`src/rtl/lock_pkg.sv`:
```
// Shared keypad codes, lock state encoding and key classification helper.
package lock_pkg;

  localparam logic [3:0] KEY_NONE = 4'd15;
  localparam logic [3:0] KEY_STAR = 4'd10;
  localparam logic [3:0] KEY_HASH = 4'd12;

  typedef enum logic [1:0] {
    LOCKED   = 2'd0,
    UNLOCKED = 2'd1,
    PROGRAM  = 2'd2,
    LOCKOUT  = 2'd3
  } lock_state_t;

  // Digits 0-9 are the only codes that enter the code buffer.
  function automatic logic is_digit(input logic [3:0] key);
    return (key <= 4'd9);
  endfunction

endpackage

```
`src/rtl/code_entry_buf.sv`:
```
// BCD entry buffer: shifts digits in (newest in the LS nibble) until full,
// then drops further digits. Clear has priority over a digit.
module code_entry_buf
  import lock_pkg::*;
#(
  parameter int CODE_LEN = 4
) (
  input  logic                  clk,
  input  logic                  rst_n,
  input  logic                  clear,
  input  logic                  digit_en,
  input  logic [3:0]            digit,
  output logic [4*CODE_LEN-1:0] digits,
  output logic [2:0]            count,
  output logic                  full
);

  logic [4*CODE_LEN-1:0] digits_r;
  logic [4*CODE_LEN-1:0] shifted_s;
  logic [2:0]            count_r;
  logic                  full_s;

  generate
    if (CODE_LEN == 1) begin : g_single
      assign shifted_s = digit;
    end else begin : g_multi
      assign shifted_s = {digits_r[4*CODE_LEN-5:0], digit};
    end
  endgenerate

  assign full_s = (count_r >= 3'(CODE_LEN));

  // Buffer register: clear, or accept a digit while not yet full.
  always_ff @(posedge clk or negedge rst_n) begin
    if (!rst_n) begin
      digits_r <= '0;
      count_r  <= 3'd0;
    end else if (clear) begin
      digits_r <= '0;
      count_r  <= 3'd0;
    end else if (digit_en && !full_s) begin
      digits_r <= shifted_s;
      count_r  <= count_r + 3'd1;
    end
  end

  assign digits = digits_r;
  assign count  = count_r;
  assign full   = full_s;

endmodule

```
`src/rtl/code_lock_ctrl.sv`:
```
// Password-lock controller: entry compare, auto-relock timer, failure
// lockout with alarm, and volatile code reprogramming.
module code_lock_ctrl
  import lock_pkg::*;
#(
  parameter int                    CODE_LEN       = 4,
  parameter logic [4*CODE_LEN-1:0] DEFAULT_CODE   = 16'h1234,
  parameter int                    MAX_TRIES      = 3,
  parameter int                    UNLOCK_CYCLES  = 60_000_000,
  parameter int                    LOCKOUT_CYCLES = 360_000_000
) (
  input  logic                  clk,
  input  logic                  rst_n,
  input  logic [3:0]            key_code,
  output logic                  unlocked,
  output logic                  alarm,
  output logic                  prog_mode,
  output logic [1:0]            fail_cnt,
  output logic [2:0]            entry_cnt,
  output logic [4*CODE_LEN-1:0] entry_digits,
  output logic                  err_pulse
);

  localparam int TIMER_MAX = (UNLOCK_CYCLES > LOCKOUT_CYCLES) ? UNLOCK_CYCLES : LOCKOUT_CYCLES;
  localparam int TIMER_W   = $clog2(TIMER_MAX + 1);
  // Loaded with N-1 so the timed state lasts exactly N cycles (N-1 .. 0).
  localparam logic [TIMER_W-1:0] UNLOCK_LOAD  = TIMER_W'(UNLOCK_CYCLES - 1);
  localparam logic [TIMER_W-1:0] LOCKOUT_LOAD = TIMER_W'(LOCKOUT_CYCLES - 1);
  localparam logic [TIMER_W-1:0] TIMER_ZERO   = {TIMER_W{1'b0}};
  localparam logic [1:0]         MAX_FAIL     = 2'(MAX_TRIES);

  lock_state_t           state_r, next_s;
  logic [TIMER_W-1:0]    timer_r, timer_next_s;
  logic [4*CODE_LEN-1:0] code_r, code_next_s;
  logic [1:0]            fail_r, fail_next_s, fail_inc_s;
  logic                  err_s, clear_req_s, buf_clear_s, buf_digit_en_s;
  logic                  unlocked_r, alarm_r, prog_r, err_r;
  logic                  digit_key_s, star_s, hash_s, timer_zero_s;
  logic [4*CODE_LEN-1:0] buf_digits_s;
  logic [2:0]            buf_count_s;
  logic                  buf_full_s;

  assign digit_key_s  = is_digit(key_code);
  assign star_s       = (key_code == KEY_STAR);
  assign hash_s       = (key_code == KEY_HASH);
  assign timer_zero_s = (timer_r == TIMER_ZERO);
  assign fail_inc_s   = (fail_r >= MAX_FAIL) ? MAX_FAIL : fail_r + 2'd1;

  code_entry_buf #(.CODE_LEN(CODE_LEN)) u_buf (
    .clk      (clk),
    .rst_n    (rst_n),
    .clear    (buf_clear_s),
    .digit_en (buf_digit_en_s),
    .digit    (key_code),
    .digits   (buf_digits_s),
    .count    (buf_count_s),
    .full     (buf_full_s)
  );

  // Next-state, timer, stored-code and failure-count decisions per key.
  always_comb begin
    next_s         = state_r;
    timer_next_s   = timer_r;
    code_next_s    = code_r;
    fail_next_s    = fail_r;
    err_s          = 1'b0;
    clear_req_s    = 1'b0;
    buf_digit_en_s = 1'b0;
    case (state_r)
      LOCKED: begin
        if (digit_key_s) begin
          buf_digit_en_s = 1'b1;
        end else if (star_s) begin
          clear_req_s = 1'b1;
        end else if (hash_s) begin
          if (buf_full_s && (buf_digits_s == code_r)) begin
            next_s       = UNLOCKED;
            fail_next_s  = 2'd0;
            timer_next_s = UNLOCK_LOAD;
          end else begin
            err_s       = 1'b1;
            fail_next_s = fail_inc_s;
            clear_req_s = 1'b1;
            if (fail_inc_s == MAX_FAIL) begin
              next_s       = LOCKOUT;
              timer_next_s = LOCKOUT_LOAD;
            end else begin
              next_s = LOCKED;
            end
          end
        end else begin
          next_s = LOCKED;
        end
      end
      UNLOCKED: begin
        if (timer_zero_s) begin
          next_s = LOCKED;
        end else begin
          timer_next_s = timer_r - 1'b1;
          if (star_s) begin
            next_s = LOCKED;
          end else if (hash_s) begin
            next_s       = PROGRAM;
            timer_next_s = UNLOCK_LOAD;
          end else begin
            next_s = UNLOCKED;
          end
        end
      end
      PROGRAM: begin
        if (timer_zero_s) begin
          next_s = LOCKED;
        end else begin
          timer_next_s = timer_r - 1'b1;
          if (digit_key_s) begin
            buf_digit_en_s = 1'b1;
            timer_next_s   = UNLOCK_LOAD;
          end else if (star_s) begin
            clear_req_s = 1'b1;
          end else if (hash_s) begin
            if (buf_full_s) begin
              code_next_s = buf_digits_s;
              next_s      = LOCKED;
            end else begin
              err_s       = 1'b1;
              clear_req_s = 1'b1;
            end
          end else begin
            next_s = PROGRAM;
          end
        end
      end
      LOCKOUT: begin
        if (timer_zero_s) begin
          next_s      = LOCKED;
          fail_next_s = 2'd0;
        end else begin
          timer_next_s = timer_r - 1'b1;
        end
      end
      default: begin
        next_s       = LOCKED;
        timer_next_s = TIMER_ZERO;
      end
    endcase
    if (next_s == LOCKED) begin
      timer_next_s = TIMER_ZERO;
    end else begin
      timer_next_s = timer_next_s;
    end
  end

  // Any state change empties the entry buffer.
  assign buf_clear_s = clear_req_s || (next_s != state_r);

  // State, timer, stored code, failure count and registered output decodes.
  always_ff @(posedge clk or negedge rst_n) begin
    if (!rst_n) begin
      state_r    <= LOCKED;
      timer_r    <= TIMER_ZERO;
      code_r     <= DEFAULT_CODE;
      fail_r     <= 2'd0;
      unlocked_r <= 1'b0;
      alarm_r    <= 1'b0;
      prog_r     <= 1'b0;
      err_r      <= 1'b0;
    end else begin
      state_r    <= next_s;
      timer_r    <= timer_next_s;
      code_r     <= code_next_s;
      fail_r     <= fail_next_s;
      unlocked_r <= (next_s == UNLOCKED);
      alarm_r    <= (next_s == LOCKOUT);
      prog_r     <= (next_s == PROGRAM);
      err_r      <= err_s;
    end
  end

  assign unlocked     = unlocked_r;
  assign alarm        = alarm_r;
  assign prog_mode    = prog_r;
  assign fail_cnt     = fail_r;
  assign entry_cnt    = buf_count_s;
  assign entry_digits = buf_digits_s;
  assign err_pulse    = err_r;

endmodule

```
`config.mk`:
```
export PLATFORM = sky130hd
export DESIGN_NAME = code_lock_ctrl
export DESIGN_NICKNAME = d
export VERILOG_FILES = /design/src/rtl/lock_pkg.sv /design/src/rtl/code_entry_buf.sv /design/src/rtl/code_lock_ctrl.sv
export SDC_FILE = /design/constraint.sdc
export NUM_CORES = 1
export LEC_CHECK = 0
export ABC_CLOCK_PERIOD_IN_PS = 2650
export CAP_MARGIN = 20
export CORE_ASPECT_RATIO = 0.75
export CORE_MARGIN = 2
export CORE_UTILIZATION = 53
export CTS_CLUSTER_SIZE = 28
export DETAILED_ROUTE_END_ITERATION = 16
export PLACE_DENSITY = 0.72
export SYNTH_ARGS = -nofsm -noshare
export SYNTH_HDL_FRONTEND = slang
export SYNTH_SLANG_ARGS = --single-unit
```
`constraint.sdc`:
```
create_clock -name clk -period 2.65 [get_ports clk]
set_input_delay 0.3975 -clock clk [delete_from_list [all_inputs] [get_ports clk]]
set_output_delay 0.3975 -clock clk [all_outputs]
set_load 0.02 [all_outputs]
```
# Word level (Yosys, flattened, before mapping)
# Cells that the tools add are included.
# Widths: inputs -> output; s select.
totals:
  elab_cells: 111
  regBits: 72
  input_bits: 6
  out_inout_bits: 25
classes:
  magnitude_cmp: 3
  bitwise: 3
  n_addsub: 3
  mux: 58
  n_reduce_logical: 12
  n_eq_ne: 22
ops:
  columns: ["operator", "count"]
  rows:
  - ["$mux 29", 12]
  - ["$pmux 29 s4", 1]
  - ["$mux 2", 20]
  - ["$mux 16", 2]
  - ["$logic_not 29->1", 1]
  - ["$sub 29x1->29 const B", 1]
  - ["$ne 3x3->1 const B", 6]
  - ["$eq 16x16->1", 1]
  - ["$mux 1", 16]
  - ["$eq 2x2->1 const B", 5]
  - ["$eq 4x4->1 const B", 2]
  - ["$ne 2x2->1 const B", 4]
  - ["$pmux 2 s4", 1]
  - ["$reduce_and 7->1", 1]
  - ["$mux 3", 2]
  - ["$pmux 1 s2", 3]
  - ["$reduce_and 6->1", 1]
  - ["$reduce_and 5->1", 1]
  - ["$eq 2x1->1 const B", 2]
  - ["$le 4x4->1 const B", 1]
  - ["$logic_not 2->1", 2]
  - ["$ne 4x4->1 const B", 1]
  - ["$pmux 2 s2", 1]
  - ["$reduce_bool 2->1", 2]
  - ["9 further kinds", 12]

# Longest topological paths before layout
depth:
  ltp_word: 12
  mapped_depth: 11
  depth_no_buf: 9

# Modules after synthesis
# From an unflattened synthesis, not the netlist that was laid out.
unflattened:
  cells_unflattened: 360
  area_unflattened_um2: 3821.2
modules_own_cells:
  columns: ["mod", "n_inst", "seq_area_each_um2", "area_per_inst_um2", "cells_each"]
  rows:
  - ["code_lock_ctrl", 1, 1332.5, 2930.3, 287]
  - ["code_entry_buf", 1, 475.5, 890.9, 73]

# Least setup slack after synthesis
# OpenSTA, ideal clock, no wires.
synth_path:
  kind: "register to register"
  start: "register timer_r[0]"
  end: "register timer_r[13]"
  stages_incl_launch_ff: 10
  setup_slack_ns: 0.023
  setup_ns: 0.123
  synth_period_minus_slack_ns: 2.627
  required_time_ns: 2.527
  arrival_time_ns: 2.505
  n_path_buf: 1
  path_cell_list: "dfrtp_1 > inv_1 > ha_1 > nor3b_1 > nand3_2 > nor4_4 > buf_6 > nor2_1 > or4_4 > o221a_2"
synth_between:
  elab_chain_cells: 6
  elab_cells_between_ends: 23
  classes_between: "add/sub: 1; eq/ne: 7; mux: 12; reduce/logical: 3"
synth_rtl:
  columns: ["item", "line_no", "rtl"]
  rows:
  - ["from (decl)", "code_lock_ctrl.sv:33", "logic [TIMER_W-1:0] timer_r, timer_next_s;"]
  - ["from (signal assigned)", "code_lock_ctrl.sv:169", "timer_r <= timer_next_s;"]
  - ["$sub 29x1->29 or $logic_not 29->1 (tied branches)", null, null]
  - ["$mux 29 (tied with other cells)", "code_lock_ctrl.sv:102", "end else if (hash_s) begin"]
  - ["$mux 29 or $pmux 2 s4 (tied branches)", "code_lock_ctrl.sv:100, code_lock_ctrl.sv:69", null]
  - ["$mux 29 or $logic_not 2->1 (tied branches)", "code_lock_ctrl.sv:96, code_lock_ctrl.sv:146", null]
  - ["$pmux 29 s4 (tied with other cells)", "code_lock_ctrl.sv:69", "case (state_r)"]
  - ["$mux 29 or $reduce_and 7->1 (tied branches)", null, null]
# Several ways; a longest one is shown, not always the timed one. The select of a mux whose other input is x is not followed.
# A chain may end at the register's enable or synchronous reset.

# Final worst setup path
layout_path:
  start: "register timer_r[25]"
  end: "register u_buf.digits_r[1], in the netlist u_buf.digits[1]"
layout_between:
  elab_chain_cells: 6
  elab_cells_between_ends: 14
  classes_between: "eq/ne: 1; mux: 9; reduce/logical: 4"
layout_rtl:
  columns: ["item", "line_no", "rtl"]
  rows:
  - ["$logic_not 29->1 *", "code_lock_ctrl.sv:46", "assign timer_zero_s = (timer_r == TIMER_ZERO);"]
  - ["$mux 2 (on tied branches)", "code_lock_ctrl.sv:134, code_lock_ctrl.sv:96, code_lock_ctrl.sv:111", null]
  - ["$pmux 2 s4", "code_lock_ctrl.sv:69", null]
  - ["$ne 2x2->1", "code_lock_ctrl.sv:154", "assign buf_clear_s = clear_req_s || (next_s != state_r);"]
  - ["$logic_or 1x1->1", "code_lock_ctrl.sv:154", null]
  - ["$mux 16 or $reduce_bool 2->1 (tied branches)", null, null]
  - ["to (signal assigned)", "code_entry_buf.sv:42", "digits_r <= shifted_s;"]
  - ["to (decl)", "code_entry_buf.sv:18", "logic [4*CODE_LEN-1:0] digits_r;"]
# Mark *: on every way between the ends. The rest lies on a longest branch, timed or not.

==> flow_summary.ini <==
[synth]
yosys.area.top_type = dfrtp_1
syn-num-nets = 400
yosysUniqueCellTypes = 68
ys_top_cells_by_area = dfrtp_1, xnor2_1, mux2_2
synth_edf_count = 0
ys_seq_area_frac = 0.433
syn_inst = 391
synth_top_area_frac = 0.402
yosysMostFrequentCell = dfrtp_1
ys.warnings.count = 0
ys_dominant_reg_cell = dfrtp_1
netlist_top_cells_count = dfrtp_1, a21oi_1, xnor2_1
syn_avg_cell_area_um2 = 10.7
synth-seq-cells = 72
synth_area_um2 = 4170
synthArstFlopShare = 1.00

[sta]
final_hold_viol_count = 0
fmax_ghz = 0.385
layout_worst_path_cycle_share = 0.979
final.min_clock_period_ns = 2.59
setup_tns_ns = 0
setup_viol = 0
fin_ws_ns = 0.0559
slew_headroom = 0.398
drv_slew = 0
tightest_slew_ns = 0.900
fin_skew_ns = 0.0111
holdWs_ns = 0.0233

[global_routing]
grt_usage = 0.274
grt_max_degree = 49
antenna_found_initial = 0
grt_pass1_vias = 3364
grt_pass1_wl_um = 17900
grt.overflow.total = 0

[clock_network]
cts_buffer_depth = 2
htree_levels = 3
clkSlewWorstSetupHoldPaths_ns = 0.08
clkLatencyLatePin_ns = 0.36
cts-root-buf = clkbuf_8
cts_sinks = 72
cts_buffers = 9
cts_tree = built
hold_buffers = 0

[critical_path]
arrival_ns = 2.83
critical_path_required_ns = 2.89
worstSetupStartpointType = flop
slowest_delay_ns = 0.51
critPathMostFrequentCell = buf_4
worst-path-max-fanout = 19
cp_cell_sequence = or3_2 -> or2_4 -> nor4_4 -> buf_4 -> buf_4 -> o21bai_1 -> o21ba_1 -> buf_12 -> nor4_1
crit_type = reg -> reg
critical-path-slowest-cell = or3_2
crit_path_end_kind = flop
r2r_setup_slack_ns = 0.06

[status]
status = finished clean

[finish]
ff_latch_area_um2 = 1810
drive_gt1_frac = 0.295
multi_input_area_um2 = 2240
insertedDiodeCount = 0
fillers = 573
fin_cells = 575
final_core_utilization = 0.696
areaGrowthSynthToFinish_pct = 25.1
nets = 479

[power_and_ir_drop]
power_density_nw_per_um2 = 1090
p_leak_nw = 2.24
peakVddDrop_uv = 585

[place]
place_congestion = 0.948
hpwl_um = 7380
dp.cells = 554
dpl_worst_slack_ns = -0.231
portBuffers = 30

[floorplanning]
core_um2 = 7500
initial_utilization = 0.556
die-area_um2 = 8600
row_count = 27
dieHeight_um = 80.8
die_w_um = 106
io_pins = 31

[detailed_routing]
wl_per_cell_um = 19.0
drt_wl_total_um = 10900
drtIter0Drc = 319
vias_per_cell = 6.18
ant_nets = 0
via_count = 3552
drt-pass1-iter-count = 5
drcViolationCount = 0

[job]
cap_violations = 0

[worst_hold_path]
hold_class = in -> async
critical path: cells and delay by family (launching register included):
kind / cells / cell delay, ns
flip-flops: 1 / 0.38
AND/OR/NAND/NOR: 4 / 1.34
buffers and inverters: 3 / 0.48
AO/OA/AOI/OAI: 2 / 0.27
metal layers:
layer / part of all wire / GRT usage / up-vias
li1: - / - / 1629
met1: 0.49 / 0.399 / 1784
met2: 0.43 / 0.393 / 125
met3: 0.067 / 0.0867 / 14
met4: 0.012 / 0.0766 / 0
met5: 0 / 0 / -
cell type report:
type / instances / area share
Tap cell: 101 / 0.0242
Multi-Input combinational cell: 289 / 0.429
Timing Repair Buffer: 90 / 0.157
Sequential cell: 72 / 0.346
Inverter: 8 / 0.00575
Clock buffer: 10 / 0.0264
Clock inverter: 5 / 0.0110
kinds of logic after synthesis:
logic type,share of synthesized area
AOI/OAI and AO/OA,0.149
xor gates and xnor gates,0.0588
adders and majority gates,0.00900
buffers and inverters,0.0450
DFF,0.433
muxes,0.0840
and+or+nand+nor,0.220
registers in the layout, indices dropped and copies added (netlist names):
name,flops
alarm,1
code_r,16
err_pulse,1
fail_cnt,2
prog_mode,1
state_r,2
timer_r,29
u_buf.count,3
u_buf.digits,16
unlocked,1
report_power, final:
part | switching, mW | internal, mW | total [mW]
logic | 1.70 | 1.42 | 3.12
clock network | 0.428 | 0.455 | 0.883
registers | 0.296 | 1.38 | 1.67
total | 2.43 | 3.25 | 5.67
worst paths after layout:
kind	startpoint	endpoint	depth (start not counted)
setup / recovery	timer_r[25]	u_buf.digits[1]	9
hold / removal	rst_n	code_r[14]	1
setup reg to reg	timer_r[25]	u_buf.digits[1]	9
hold reg to reg	timer_r[27]	timer_r[27]	1
max in group asynchronous	rst_n	code_r[5]	2
min in group clk	timer_r[27]	timer_r[27]	1
through the flow:
step | total power [mW] | cell area (µm²)
floorplan | 3.59 | 4170
global placement | 4.51 | 4920
detailed placement | 4.58 | 4920
CTS | 5.53 | 5160
global route | 6.02 | 5220
finish | 5.67 | 5220
placed cells by master (no fill, tap or decap), drive strengths merged, types with 10 or more instances in the layout:
cell type      netlist  routed
nand3               15      15
a21oi               34      34
buf                 13      61
clkbuf               8      10
nor3                10      10
nor2                24      24
o21ai               10      10
clkdlybuf4s50        0      29
mux2i               17      17
nand2               15      15
xnor2               26      26
dfrtp               67      67
mux2                16      16
nor4                30      30
repair_timing:
action	CTS	global route
gates resized for setup	1	8
buffers inserted	4	2
endpoints found under the setup margin	5	25
pin swaps	2	1
(Power assumes the default switching activity.)
